$ cat src/rtl/mc_ctrl_fsm_pkg.sv
`default_nettype none
// ============================================================================
//  Module   : mc_ctrl_fsm_pkg
//  Brief    : Shared encodings for the multi-cycle MIPS-subset control unit.
//  Revision : 1.0  initial release
// ============================================================================
package mc_ctrl_fsm_pkg;

    localparam int c_TIMEOUT_W = 8;
    localparam int c_ALUOP_W   = 5;

    // ALU operation codes; EQL/BNE make the ALU's zero flag mean "take branch"
    localparam logic [c_ALUOP_W-1:0] c_ALUOP_NOP  = 5'd0;
    localparam logic [c_ALUOP_W-1:0] c_ALUOP_ADDU = 5'd1;
    localparam logic [c_ALUOP_W-1:0] c_ALUOP_ADD  = 5'd2;
    localparam logic [c_ALUOP_W-1:0] c_ALUOP_SUBU = 5'd3;
    localparam logic [c_ALUOP_W-1:0] c_ALUOP_SUB  = 5'd4;
    localparam logic [c_ALUOP_W-1:0] c_ALUOP_AND  = 5'd5;
    localparam logic [c_ALUOP_W-1:0] c_ALUOP_OR   = 5'd6;
    localparam logic [c_ALUOP_W-1:0] c_ALUOP_SLT  = 5'd7;
    localparam logic [c_ALUOP_W-1:0] c_ALUOP_EQL  = 5'd8;
    localparam logic [c_ALUOP_W-1:0] c_ALUOP_BNE  = 5'd9;
    localparam logic [c_ALUOP_W-1:0] c_ALUOP_SLL  = 5'd10;
    localparam logic [c_ALUOP_W-1:0] c_ALUOP_SRL  = 5'd11;
    localparam logic [c_ALUOP_W-1:0] c_ALUOP_SRA  = 5'd12;
    localparam logic [c_ALUOP_W-1:0] c_ALUOP_LUI  = 5'd13;

    localparam logic c_CAUSE_ILLEGAL = 1'b0;
    localparam logic c_CAUSE_TIMEOUT = 1'b1;

    localparam logic [1:0] c_PCSEL_SEQ  = 2'b00;
    localparam logic [1:0] c_PCSEL_BR   = 2'b01;
    localparam logic [1:0] c_PCSEL_RS   = 2'b10;
    localparam logic [1:0] c_PCSEL_JT   = 2'b11;
    localparam logic [1:0] c_REGDST_RT  = 2'b00;
    localparam logic [1:0] c_REGDST_RD  = 2'b01;
    localparam logic [1:0] c_REGDST_RA  = 2'b10;
    localparam logic [1:0] c_WD_ALU     = 2'b00;
    localparam logic [1:0] c_WD_MDR     = 2'b01;
    localparam logic [1:0] c_WD_PC      = 2'b10;
    localparam logic [1:0] c_SRCB_B     = 2'b00;
    localparam logic [1:0] c_SRCB_FOUR  = 2'b01;
    localparam logic [1:0] c_SRCB_IMM   = 2'b10;
    localparam logic [1:0] c_SRCB_IMMSH = 2'b11;

    localparam logic [5:0] c_OP_RTYPE = 6'b000000;
    localparam logic [5:0] c_OP_J     = 6'b000010;
    localparam logic [5:0] c_OP_JAL   = 6'b000011;
    localparam logic [5:0] c_OP_BEQ   = 6'b000100;
    localparam logic [5:0] c_OP_BNE   = 6'b000101;
    localparam logic [5:0] c_OP_ADDI  = 6'b001000;
    localparam logic [5:0] c_OP_SLTI  = 6'b001010;
    localparam logic [5:0] c_OP_ORI   = 6'b001101;
    localparam logic [5:0] c_OP_LUI   = 6'b001111;
    localparam logic [5:0] c_OP_LW    = 6'b100011;
    localparam logic [5:0] c_OP_SW    = 6'b101011;

    localparam logic [5:0] c_FN_SLL  = 6'b000000;
    localparam logic [5:0] c_FN_SRL  = 6'b000010;
    localparam logic [5:0] c_FN_SRA  = 6'b000011;
    localparam logic [5:0] c_FN_JR   = 6'b001000;
    localparam logic [5:0] c_FN_ADD  = 6'b100000;
    localparam logic [5:0] c_FN_ADDU = 6'b100001;
    localparam logic [5:0] c_FN_SUB  = 6'b100010;
    localparam logic [5:0] c_FN_SUBU = 6'b100011;
    localparam logic [5:0] c_FN_AND  = 6'b100100;
    localparam logic [5:0] c_FN_OR   = 6'b100101;
    localparam logic [5:0] c_FN_SLT  = 6'b101010;

    typedef enum logic [2:0] {
        S_RST    = 3'd0,
        S_FETCH  = 3'd1,
        S_DECODE = 3'd2,
        S_EXEC   = 3'd3,
        S_MEM    = 3'd4,
        S_WB     = 3'd5,
        S_TRAP   = 3'd6
    } state_e;

    typedef enum logic [3:0] {
        CLS_ILLEGAL = 4'd0,
        CLS_R_ALU   = 4'd1,
        CLS_I_ALU   = 4'd2,
        CLS_LOAD    = 4'd3,
        CLS_STORE   = 4'd4,
        CLS_BRANCH  = 4'd5,
        CLS_JUMP    = 4'd6,
        CLS_JAL     = 4'd7,
        CLS_JR      = 4'd8
    } inst_class_e;

endpackage
`default_nettype wire

$ cat src/rtl/mc_ctrl_decode.sv
`default_nettype none
// ============================================================================
//  Module   : mc_ctrl_decode
//  Brief    : Combinational instruction-class and ALU-field decode.
//  Revision : 1.0  initial release
// ============================================================================
module mc_ctrl_decode
    import mc_ctrl_fsm_pkg::*;
#(
    parameter int EN_JAL = 1
) (
    input  logic [5:0]           i_opcode,
    input  logic [5:0]           i_func,
    output inst_class_e          o_class,
    output logic [c_ALUOP_W-1:0] o_alu_op,
    output logic [1:0]           o_alu_srcb,
    output logic                 o_ext_op
);

    always_comb begin
        o_class    = CLS_ILLEGAL;
        o_alu_op   = c_ALUOP_NOP;
        o_alu_srcb = c_SRCB_B;
        o_ext_op   = 1'b0;
        case (i_opcode)
            c_OP_RTYPE: begin
                o_class = CLS_R_ALU;
                case (i_func)
                    c_FN_ADDU: o_alu_op = c_ALUOP_ADDU;
                    c_FN_SUBU: o_alu_op = c_ALUOP_SUBU;
                    c_FN_ADD:  o_alu_op = c_ALUOP_ADD;
                    c_FN_SUB:  o_alu_op = c_ALUOP_SUB;
                    c_FN_AND:  o_alu_op = c_ALUOP_AND;
                    c_FN_OR:   o_alu_op = c_ALUOP_OR;
                    c_FN_SLL:  o_alu_op = c_ALUOP_SLL;
                    c_FN_SRL:  o_alu_op = c_ALUOP_SRL;
                    c_FN_SRA:  o_alu_op = c_ALUOP_SRA;
                    c_FN_SLT:  o_alu_op = c_ALUOP_SLT;
                    c_FN_JR:   o_class  = CLS_JR;
                    default:   o_class  = CLS_ILLEGAL;
                endcase
            end
            c_OP_ADDI: begin
                o_class = CLS_I_ALU; o_alu_op = c_ALUOP_ADD;
                o_alu_srcb = c_SRCB_IMM; o_ext_op = 1'b1;
            end
            c_OP_ORI: begin
                o_class = CLS_I_ALU; o_alu_op = c_ALUOP_OR;
                o_alu_srcb = c_SRCB_IMM;
            end
            c_OP_SLTI: begin
                o_class = CLS_I_ALU; o_alu_op = c_ALUOP_SLT;
                o_alu_srcb = c_SRCB_IMM; o_ext_op = 1'b1;
            end
            c_OP_LUI: begin
                o_class = CLS_I_ALU; o_alu_op = c_ALUOP_LUI;
                o_alu_srcb = c_SRCB_IMM;
            end
            c_OP_LW: begin
                o_class = CLS_LOAD; o_alu_op = c_ALUOP_ADDU;
                o_alu_srcb = c_SRCB_IMM; o_ext_op = 1'b1;
            end
            c_OP_SW: begin
                o_class = CLS_STORE; o_alu_op = c_ALUOP_ADDU;
                o_alu_srcb = c_SRCB_IMM; o_ext_op = 1'b1;
            end
            c_OP_BEQ: begin
                o_class = CLS_BRANCH; o_alu_op = c_ALUOP_EQL; o_ext_op = 1'b1;
            end
            c_OP_BNE: begin
                o_class = CLS_BRANCH; o_alu_op = c_ALUOP_BNE; o_ext_op = 1'b1;
            end
            c_OP_J:   o_class = CLS_JUMP;
            // A build without jal treats the opcode exactly like any unknown one
            c_OP_JAL: o_class = (EN_JAL != 0) ? CLS_JAL : CLS_ILLEGAL;
            default:  o_class = CLS_ILLEGAL;
        endcase
    end

endmodule
`default_nettype wire

$ cat src/rtl/mc_ctrl_fsm.sv
`default_nettype none
// ============================================================================
//  Module   : mc_ctrl_fsm
//  Brief    : Multi-cycle MIPS-subset control FSM with memory timeout and trap.
//  Revision : 1.0  initial release
// ============================================================================
module mc_ctrl_fsm
    import mc_ctrl_fsm_pkg::*;
#(
    parameter int ALUCTRL_W   = 5,
    parameter int MEM_TIMEOUT = 15,
    parameter int EN_JAL      = 1
) (
    input  logic                 clk,
    input  logic                 rst,
    input  logic [5:0]           opcode,
    input  logic [5:0]           func,
    input  logic                 zero,
    input  logic                 stall,
    input  logic                 mem_ready,
    output logic                 mem_req,
    output logic                 MemWrite,
    output logic                 IorD,
    output logic                 IRWrite,
    output logic                 PCWrite,
    output logic [1:0]           PC_sel,
    output logic [1:0]           RegDst,
    output logic                 RegWrite,
    output logic [1:0]           DatatoReg,
    output logic                 ALUSrcA,
    output logic [1:0]           ALUSrcB,
    output logic                 ExtOp,
    output logic [ALUCTRL_W-1:0] ALUCtrl,
    output logic                 trap,
    output logic                 trap_cause
);

    state_e                 r_state;
    state_e                 w_state_next;
    logic [c_TIMEOUT_W-1:0] r_wait_cnt;
    logic [c_TIMEOUT_W:0]   w_cnt_inc;
    logic                   w_timeout;
    logic                   w_mem_phase;
    logic                   r_trap;
    logic                   r_trap_cause;
    logic                   w_trap_cause_next;
    logic                   w_is_jump;
    logic [c_ALUOP_W-1:0]   w_aluctrl;

    inst_class_e            w_class;
    logic [c_ALUOP_W-1:0]   w_alu_op;
    logic [1:0]             w_alu_srcb;
    logic                   w_ext_op;

    mc_ctrl_decode #(
        .EN_JAL     (EN_JAL)
    ) u_decode (
        .i_opcode   (opcode),
        .i_func     (func),
        .o_class    (w_class),
        .o_alu_op   (w_alu_op),
        .o_alu_srcb (w_alu_srcb),
        .o_ext_op   (w_ext_op)
    );

    // Counter is one extra bit wide so the compare cannot wrap
    assign w_cnt_inc   = {1'b0, r_wait_cnt} + (c_TIMEOUT_W+1)'(1);
    assign w_timeout   = !mem_ready && (w_cnt_inc == (c_TIMEOUT_W+1)'(MEM_TIMEOUT));
    assign w_mem_phase = (r_state == S_FETCH) || (r_state == S_MEM);
    assign w_is_jump   = (w_class == CLS_JUMP) || (w_class == CLS_JAL) || (w_class == CLS_JR);
    assign ALUCtrl     = ALUCTRL_W'(w_aluctrl);
    assign trap        = r_trap;
    assign trap_cause  = r_trap_cause;

    always_ff @(posedge clk or posedge rst) begin
        if (rst) begin
            r_state      <= S_RST;
            r_wait_cnt   <= '0;
            r_trap       <= 1'b0;
            r_trap_cause <= 1'b0;
        end else begin
            r_state <= w_state_next;
            if (w_state_next != r_state)
                r_wait_cnt <= '0;
            else if (w_mem_phase && !stall && !mem_ready)
                r_wait_cnt <= w_cnt_inc[c_TIMEOUT_W-1:0];
            if ((w_state_next == S_TRAP) && (r_state != S_TRAP)) begin
                r_trap       <= 1'b1;
                r_trap_cause <= w_trap_cause_next;
            end
        end
    end

    always_comb begin
        w_state_next      = r_state;
        w_trap_cause_next = c_CAUSE_ILLEGAL;
        mem_req           = 1'b0;
        MemWrite          = 1'b0;
        IorD              = 1'b0;
        IRWrite           = 1'b0;
        PCWrite           = 1'b0;
        PC_sel            = c_PCSEL_SEQ;
        RegDst            = c_REGDST_RT;
        RegWrite          = 1'b0;
        DatatoReg         = c_WD_ALU;
        ALUSrcA           = 1'b0;
        ALUSrcB           = c_SRCB_B;
        ExtOp             = 1'b0;
        w_aluctrl         = c_ALUOP_NOP;
        case (r_state)
            S_RST: w_state_next = S_FETCH;
            S_FETCH: begin
                mem_req   = 1'b1;
                ALUSrcB   = c_SRCB_FOUR;
                w_aluctrl = c_ALUOP_ADD;
                if (!stall) begin
                    if (mem_ready) begin
                        IRWrite      = 1'b1;
                        PCWrite      = 1'b1;
                        w_state_next = S_DECODE;
                    end else if (w_timeout) begin
                        w_state_next      = S_TRAP;
                        w_trap_cause_next = c_CAUSE_TIMEOUT;
                    end
                end
            end
            S_DECODE: begin
                // ALUOut captures the branch target for a possible EXEC-stage branch
                ALUSrcB   = c_SRCB_IMMSH;
                ExtOp     = 1'b1;
                w_aluctrl = c_ALUOP_ADD;
                if (w_is_jump) begin
                    PC_sel  = (w_class == CLS_JR) ? c_PCSEL_RS : c_PCSEL_JT;
                    PCWrite = !stall;
                end
                if (w_class == CLS_JAL) begin
                    RegDst    = c_REGDST_RA;
                    DatatoReg = c_WD_PC;
                    RegWrite  = !stall;
                end
                if (!stall) begin
                    if (w_class == CLS_ILLEGAL)
                        w_state_next = S_TRAP;
                    else if (w_is_jump)
                        w_state_next = S_FETCH;
                    else
                        w_state_next = S_EXEC;
                end
            end
            S_EXEC: begin
                ALUSrcA   = 1'b1;
                ALUSrcB   = w_alu_srcb;
                ExtOp     = w_ext_op;
                w_aluctrl = w_alu_op;
                if (w_class == CLS_BRANCH) begin
                    PC_sel  = c_PCSEL_BR;
                    PCWrite = zero && !stall;
                end
                if (!stall) begin
                    if (w_class == CLS_BRANCH)
                        w_state_next = S_FETCH;
                    else if ((w_class == CLS_LOAD) || (w_class == CLS_STORE))
                        w_state_next = S_MEM;
                    else
                        w_state_next = S_WB;
                end
            end
            S_MEM: begin
                mem_req  = 1'b1;
                IorD     = 1'b1;
                MemWrite = (w_class == CLS_STORE) && !stall;
                if (!stall) begin
                    if (mem_ready) begin
                        w_state_next = (w_class == CLS_STORE) ? S_FETCH : S_WB;
                    end else if (w_timeout) begin
                        w_state_next      = S_TRAP;
                        w_trap_cause_next = c_CAUSE_TIMEOUT;
                    end
                end
            end
            S_WB: begin
                RegWrite = !stall;
                if (w_class == CLS_R_ALU)
                    RegDst = c_REGDST_RD;
                if (w_class == CLS_LOAD)
                    DatatoReg = c_WD_MDR;
                if (!stall)
                    w_state_next = S_FETCH;
            end
            S_TRAP: w_state_next = S_TRAP;
            default: w_state_next = S_RST;
        endcase
    end

endmodule
`default_nettype wire

$ cat config.mk
export PLATFORM = sky130hd
export DESIGN_NAME = mc_ctrl_fsm
export DESIGN_NICKNAME = d
export VERILOG_FILES = /design/src/rtl/mc_ctrl_fsm_pkg.sv /design/src/rtl/mc_ctrl_decode.sv /design/src/rtl/mc_ctrl_fsm.sv
export SDC_FILE = /design/constraint.sdc
export NUM_CORES = 1
export LEC_CHECK = 0
export CORE_ASPECT_RATIO = 0.8
export CORE_MARGIN = 2
export CORE_UTILIZATION = 25
export CTS_CLUSTER_DIAMETER = 40
export CTS_CLUSTER_SIZE = 10
export DETAILED_ROUTE_END_ITERATION = 10
export GPL_TIMING_DRIVEN = 0
export HOLD_SLACK_MARGIN = 0.15
export SYNTH_ARGS = -nofsm -noshare
export SYNTH_HDL_FRONTEND = slang
export SYNTH_SLANG_ARGS = --single-unit
$ cat constraint.sdc
create_clock -name clk -period 2.25 [get_ports clk]
set_input_delay 0.225 -clock clk [delete_from_list [all_inputs] [get_ports clk]]
set_output_delay 0.225 -clock clk [all_outputs]
set_load 0.05 [all_outputs]
After elaboration in Yosys (flattened, before gate mapping):

Index checks and enable logic that the tools add are counted.

* bits in registers: 13
* output and inout bits: 23
* word-level logic and storage cells: 117

* add/subtract/negate cells: 1
* equal/unequal tests: 37
* muxes and demuxes: 50
* reduce and logical (&&, ||, !) cells: 25

Operator list (number)
* $eq A6 B6 Y1 const B: 9
* $pmux W4 S10: 1
* $pmux W5 S8: 1
* $mux W3: 11
* $eq A6 B4 Y1 const B: 5
* $pmux W4 S7: 1
* $eq A6 B2 Y1 const B: 4
* $pmux W3 S7: 1
* $mux W1: 20
* $eq A4 B3 Y1 const B: 4
* $mux W8: 2
* $eq A3 B3 Y1 const B: 4
* $eq A6 B3 Y1 const B: 2
* $logic_not A6 Y1: 2
* $pmux W2 S2: 3
* $reduce_or A6 Y1: 2
* $pmux W5 S2: 1
* $reduce_or A10 Y1: 1
* $add A8 B1 Y9 const B: 1
* $eq A9 B4 Y1 const B: 1
* $mux W2: 4
* $pmux W4 S2: 1
* $reduce_or A2 Y1: 4
* $eq A3 B2 Y1 const B: 2
* 16 further kinds: 26

Depth between registers and ports, before layout:

Gate-level depths: netlist of run 1.

* depth in word-level cells: 13
* mapped depth: 7
* mapped depth without buffers: 7

By module:

A second synthesis of run 1 with hierarchy kept.

* cells, all modules: 236
* area, all modules: 1788.0 µm²

By module, submodules not included
* mc_ctrl_fsm: instances 1, cells each 160, area an instance 1305.0 µm²
* mc_ctrl_decode: instances 1, cells each 76, area an instance 483.0 µm²

Worst setup path before layout of run 1:

No wires, ideal clock.

* path type: input -> output
* from: in opcode[5]
* to: out DatatoReg[0]
* arrival: 3.630 ns
* data required time: 2.025 ns
* slack: -1.605 ns
* cell stages on the path: 6
* path buffers: 1
* cells stage by stage: buf_2 or3b_1 a211o_1 nand2_1 nand4_1 a2111oi_0

* longest elaborated chain between the ends: 6
* elaborated cells on any way between the ends: 17
* classes of those cells: eq/ne (11); mux (3); reduce/logical (3)

Ends and longest elaborated chain
* start: declaration: line mc_ctrl_fsm.sv:16 `input logic [5:0] opcode,`
* $eq A6 B4 Y1 or $eq A6 B3 Y1 (tied branches): line mc_ctrl_decode.sv:25 `case (i_opcode)`
* $reduce_or A4 Y1 (no source line) or $reduce_or A2 Y1 (tied branches)
* $pmux W4 S7 (*): line mc_ctrl_decode.sv:25
* $eq A4 B2 Y1 (*): line mc_ctrl_fsm.sv:185 `if (w_class == CLS_LOAD)`
* $mux W1 (*): line mc_ctrl_fsm.sv:185
* $pmux W2 S2 (*): line mc_ctrl_fsm.sv:110 `case (r_state)`
* end: declaration: line mc_ctrl_fsm.sv:29 `output logic [1:0] DatatoReg,`

Mark *: on every way between the ends. The rest lies on a longest branch, timed or not.

Final worst setup path of run 1:

Same ends and word-level chain as after synthesis.

==> results of run 1 <==
-- worst max path at each step --
stage | from | endpoint | slack, ps | cells after the start
floorplan | opcode[1] | ALUCtrl[3] | -4 | 5
finish | opcode[5] | DatatoReg[0] | 40 | 8
global route | opcode[5] | DatatoReg[0] | -40 | 8
CTS | opcode[5] | DatatoReg[0] | -100 | 8
global placement | opcode[1] | DatatoReg[0] | -1090 | 9
detailed placement | opcode[3] | DatatoReg[0] | -1080 | 9
-- state kept, by name, indices dropped and copies added, names as in the netlist --
signal / count
r_state: 3
r_wait_cnt: 8
trap: 1
trap_cause: 1
-- critical path, stage by stage --
cell                        delay (ps)
sky130_fd_sc_hd__clkbuf_2          100
sky130_fd_sc_hd__buf_6             130
sky130_fd_sc_hd__or3b_4            360
sky130_fd_sc_hd__a211o_1           320
sky130_fd_sc_hd__nand2_1            70
sky130_fd_sc_hd__nand4_1           220
sky130_fd_sc_hd__a2111oi_4         350
sky130_fd_sc_hd__buf_6             210
-- kinds of logic after synthesis --
| logic type | count (synthesis) | synth area share (%) |
|---|---|---|
| compound gates | 65 | 26.2 |
| xor+xnor | 12 | 6.18 |
| fa+ha+maj | 2 | 1.47 |
| buf+inv | 30 | 9.34 |
| flops | 13 | 19.1 |
| other cells | 1 | 0.220 |
| simple gates | 118 | 37.5 |
-- cell type report --
class	instances	area share, %
plain buffers	18	5.69
clock buffers	4	1.83
inverters	12	1.83
multi-input cells	198	55.7
flip-flops and latches	13	13.2
well taps	84	4.27
repair buffers	49	17.5
-- per-layer routing --
| layer | vias up | part of all wire [%] | global-route usage (%) |
|---|---|---|---|
| met5 | - | 0 | 0 |
| met4 | 0 | 0.15 | 1.71 |
| met3 | 2 | 6.8 | 2.23 |
| met2 | 63 | 42 | 20.3 |
| met1 | 916 | 51 | 21.3 |
| li1 | 976 | - | - |
-- placed cells by master, fill, tap and decap left out, types with 3 or more instances in the layout --
cell	count
sky130_fd_sc_hd__inv_1	12
sky130_fd_sc_hd__a31oi_1	5
sky130_fd_sc_hd__buf_6	9
sky130_fd_sc_hd__nand4_1	7
sky130_fd_sc_hd__clkbuf_8	3
sky130_fd_sc_hd__nor2_1	17
sky130_fd_sc_hd__dfrtp_1	13
sky130_fd_sc_hd__clkbuf_2	7
sky130_fd_sc_hd__buf_4	26
sky130_fd_sc_hd__dlygate4sd2_1	3
sky130_fd_sc_hd__and3_1	3
sky130_fd_sc_hd__nor2_2	5
sky130_fd_sc_hd__nand2b_1	7
sky130_fd_sc_hd__a21oi_1	12
sky130_fd_sc_hd__dlymetal6s2s_1	4
sky130_fd_sc_hd__o21ai_1	3
sky130_fd_sc_hd__buf_2	4
sky130_fd_sc_hd__o21ai_0	9
sky130_fd_sc_hd__xnor2_1	10
sky130_fd_sc_hd__clkdlybuf4s50_1	5
sky130_fd_sc_hd__nor3_1	11
sky130_fd_sc_hd__nand3_1	6
sky130_fd_sc_hd__or2_2	3
sky130_fd_sc_hd__nand2_1	27
sky130_fd_sc_hd__clkbuf_1	3
sky130_fd_sc_hd__clkdlybuf4s15_2	5
sky130_fd_sc_hd__nand3b_1	5
-- per-stage QoR --
stage	cell area, um2	setup TNS (ps)	power, W	hold WS [ps]	setup slack, ps
2_1_floorplan	1760	-4.33	0.00123	102	-4.33
3_3_place_gp	2210	-15740	0.00159	469	-1090
4_1_cts	2390	-97.3	0.00183	331	-97.3
3_5_place_dp	2210	-15730	0.00160	451	-1080
6_report	2460	0	0.00189	315	40.9
5_1_grt	2460	-43.4	0.00202	371	-43.4
-- power by group through the flow --
stage / sequential [W] / combinational [W] / clock [W]
2_1_floorplan: 0.000390 / 0.000835 / 0
3_3_place_gp: 0.000350 / 0.00124 / 0
3_5_place_dp: 0.000349 / 0.00125 / 0
4_1_cts: 0.000347 / 0.00128 / 0.000213
5_1_grt: 0.000359 / 0.00143 / 0.000227
6_report: 0.000353 / 0.00133 / 0.000207
-- timing repair --
action,in CTS,in global routing
pin swaps,9,11
resized for setup,109,32
endpoints found under the setup margin,27,20
setup buffers,8,7
==> run_summary.xml, run 1 <==
<?xml version="1.0" encoding="UTF-8"?>
<metrics>
  <group name="setup_path">
    <metric name="setup.worst_path.end_class" unit="">output pin</metric>
    <metric name="category_of_the_most_critical_setup_path" unit="">primary input to output pin</metric>
    <metric name="worstPathRequired" unit="ps">2030</metric>
    <metric name="r2r_cells" unit="">8</metric>
    <metric name="worst_setup_path_start_kind" unit="">primary input</metric>
    <metric name="critical_path.max_fanout" unit="">4</metric>
    <metric name="worst-endpoint-arrival" unit="ps">1980</metric>
    <metric name="r2r_setup_slack" unit="ps">120</metric>
    <metric name="critical_path.reg2reg.startpoint" unit="">r_wait_cnt[1]</metric>
    <metric name="reg_to_reg_critical_path_endpoint" unit="">r_wait_cnt[6]</metric>
  </group>
  <group name="pwr">
    <metric name="total_switching_power" unit="W">0.00103</metric>
    <metric name="switching_fraction_of_total_power" unit="%">54.5</metric>
    <metric name="seq_power_share" unit="%">18.7</metric>
    <metric name="comb_power_share" unit="%">70.4</metric>
    <metric name="max-vdd-ir-drop" unit="V">0.000339</metric>
    <metric name="clock_power_share" unit="%">11.0</metric>
    <metric name="intPower" unit="W">0.000859</metric>
    <metric name="cellPowerDensity" unit="nW/um2">767</metric>
    <metric name="p_leak" unit="nW">1.01</metric>
  </group>
  <group name="layout">
    <metric name="multi_input_comb_area" unit="um2">1370</metric>
    <metric name="num_antenna_cells" unit="">0</metric>
    <metric name="layout.filler_cells" unit="">661</metric>
    <metric name="layout.nets" unit="">314</metric>
    <metric name="fin_util" unit="%">38.1</metric>
    <metric name="layoutNonFillerInstCount" unit="">378</metric>
    <metric name="layout-area-overhead-vs-synth" unit="%">44.8</metric>
    <metric name="seq_area" unit="um2">325</metric>
    <metric name="final_layout_size_suffix_gt1_share" unit="%">30.6</metric>
  </group>
  <group name="yosys">
    <metric name="synth_common_cells" unit="">sky130_fd_sc_hd__nand2_1, sky130_fd_sc_hd__nor2_1, sky130_fd_sc_hd__a21oi_1</metric>
    <metric name="synth_area_leader_cell" unit="">sky130_fd_sc_hd__dfrtp_1</metric>
    <metric name="async_reset_ff_share" unit="%">100</metric>
    <metric name="synth-main-ff-cell" unit="">sky130_fd_sc_hd__dfrtp_1</metric>
    <metric name="synth.lib_cells_used.distinct" unit="">57</metric>
    <metric name="synth_largest_type_area_fraction" unit="%">19.1</metric>
    <metric name="yosys.cell_count.top_type" unit="">sky130_fd_sc_hd__nand2_1</metric>
    <metric name="post_synth_main_area_contributors" unit="">sky130_fd_sc_hd__dfrtp_1, sky130_fd_sc_hd__nand2_1, sky130_fd_sc_hd__xnor2_1</metric>
    <metric name="synth_edf_count" unit="">0</metric>
    <metric name="avgSynthCellArea" unit="um2">7.06</metric>
    <metric name="register_bit_total_from_synthesis" unit="">13</metric>
    <metric name="post_synth_inst_count" unit="">241</metric>
    <metric name="post_synth_instance_area" unit="um2">1700</metric>
    <metric name="synth_warnings" unit="">0</metric>
    <metric name="synth.yosys.seq_area_share" unit="%">19.1</metric>
    <metric name="syn_nets" unit="">260</metric>
  </group>
  <group name="sta">
    <metric name="period_minus_slack" unit="ps">2210</metric>
    <metric name="achievable-frequency" unit="MHz">453</metric>
    <metric name="worst_slew_pin_slew" unit="ps">828</metric>
    <metric name="worst_max_slew_margin_expressed_relative_to_the_limit" unit="%">44.3</metric>
    <metric name="slew_violations" unit="">0</metric>
    <metric name="report.final.setup_viol" unit="">0</metric>
    <metric name="layout_worst_path_cycle_share" unit="%">98.2</metric>
    <metric name="rsz_0062_raised_after_global_routing" unit="">yes</metric>
    <metric name="finalClockSkew" unit="ps">1.24</metric>
    <metric name="finalHoldViolations" unit="">0</metric>
  </group>
  <group name="drt">
    <metric name="finalWirelength" unit="um">5190</metric>
    <metric name="detailedRoute.firstPassIterationCount" unit="">4</metric>
    <metric name="vias" unit="">1957</metric>
    <metric name="detail_route.drc_violations" unit="">0</metric>
    <metric name="vias_cell" unit="">5.18</metric>
    <metric name="detailedRoute.firstIterationViolations" unit="">129</metric>
    <metric name="final_antenna_net_count" unit="">0</metric>
    <metric name="wl_per_cell" unit="um">13.7</metric>
  </group>
  <group name="clock_tree">
    <metric name="clk_pin_slew" unit="ps">50</metric>
    <metric name="ctsRootBufferMaster" unit="">sky130_fd_sc_hd__clkbuf_8</metric>
    <metric name="cts.sinks" unit="">13</metric>
    <metric name="postCtsHoldBufs" unit="">0</metric>
    <metric name="h_tree_levels" unit="">1</metric>
    <metric name="tritoncts" unit="">built</metric>
    <metric name="tritoncts_buffers" unit="">3</metric>
    <metric name="maximum_clock_path_buffer_count" unit="">2</metric>
    <metric name="clock_latency" unit="ps">240</metric>
  </group>
  <group name="die">
    <metric name="std_cell_rows" unit="">26</metric>
    <metric name="ioPinCount" unit="">40</metric>
    <metric name="start_util" unit="%">26.3</metric>
    <metric name="core-area" unit="um2">6470</metric>
    <metric name="dieHeight" unit="um">77.8</metric>
    <metric name="dieArea" unit="um2">7490</metric>
    <metric name="die_wd" unit="um">96.2</metric>
  </group>
  <group name="global_routing">
    <metric name="track_usage" unit="%">13.8</metric>
    <metric name="antenna_violations_before_repair" unit="">0</metric>
    <metric name="grt_start_max_net_pins" unit="">14</metric>
    <metric name="gr-total-overflow" unit="">0</metric>
    <metric name="global_route_wire_length_before_repair" unit="um">8300</metric>
    <metric name="grt_pass1_vias" unit="">1695</metric>
  </group>
  <group name="placement">
    <metric name="portBuffers" unit="">34</metric>
    <metric name="placedCellCount" unit="">359</metric>
    <metric name="gpl.final_weighted_congestion" unit="">0.854</metric>
    <metric name="dpl.hpwl" unit="um">3810</metric>
  </group>
  <group name="status">
    <metric name="result_of_the_run" unit="">finished, final reports clean</metric>
  </group>
  <group name="worst_hold_path">
    <metric name="worstHoldPathType" unit="">primary input to asynchronous set/reset pin</metric>
  </group>
  <group name="job">
    <metric name="max-cap-violations" unit="">0</metric>
  </group>
</metrics>
(Power assumes the default switching activity.)
==> run 2, diff against run 1 <==
- ABC_CLOCK_PERIOD_IN_PS: unset -> 2250
- GPL_ROUTABILITY_DRIVEN: unset -> 0
==> results of run 2 <==
The final DEF is identical to that of run 1; final timing and power are the same.
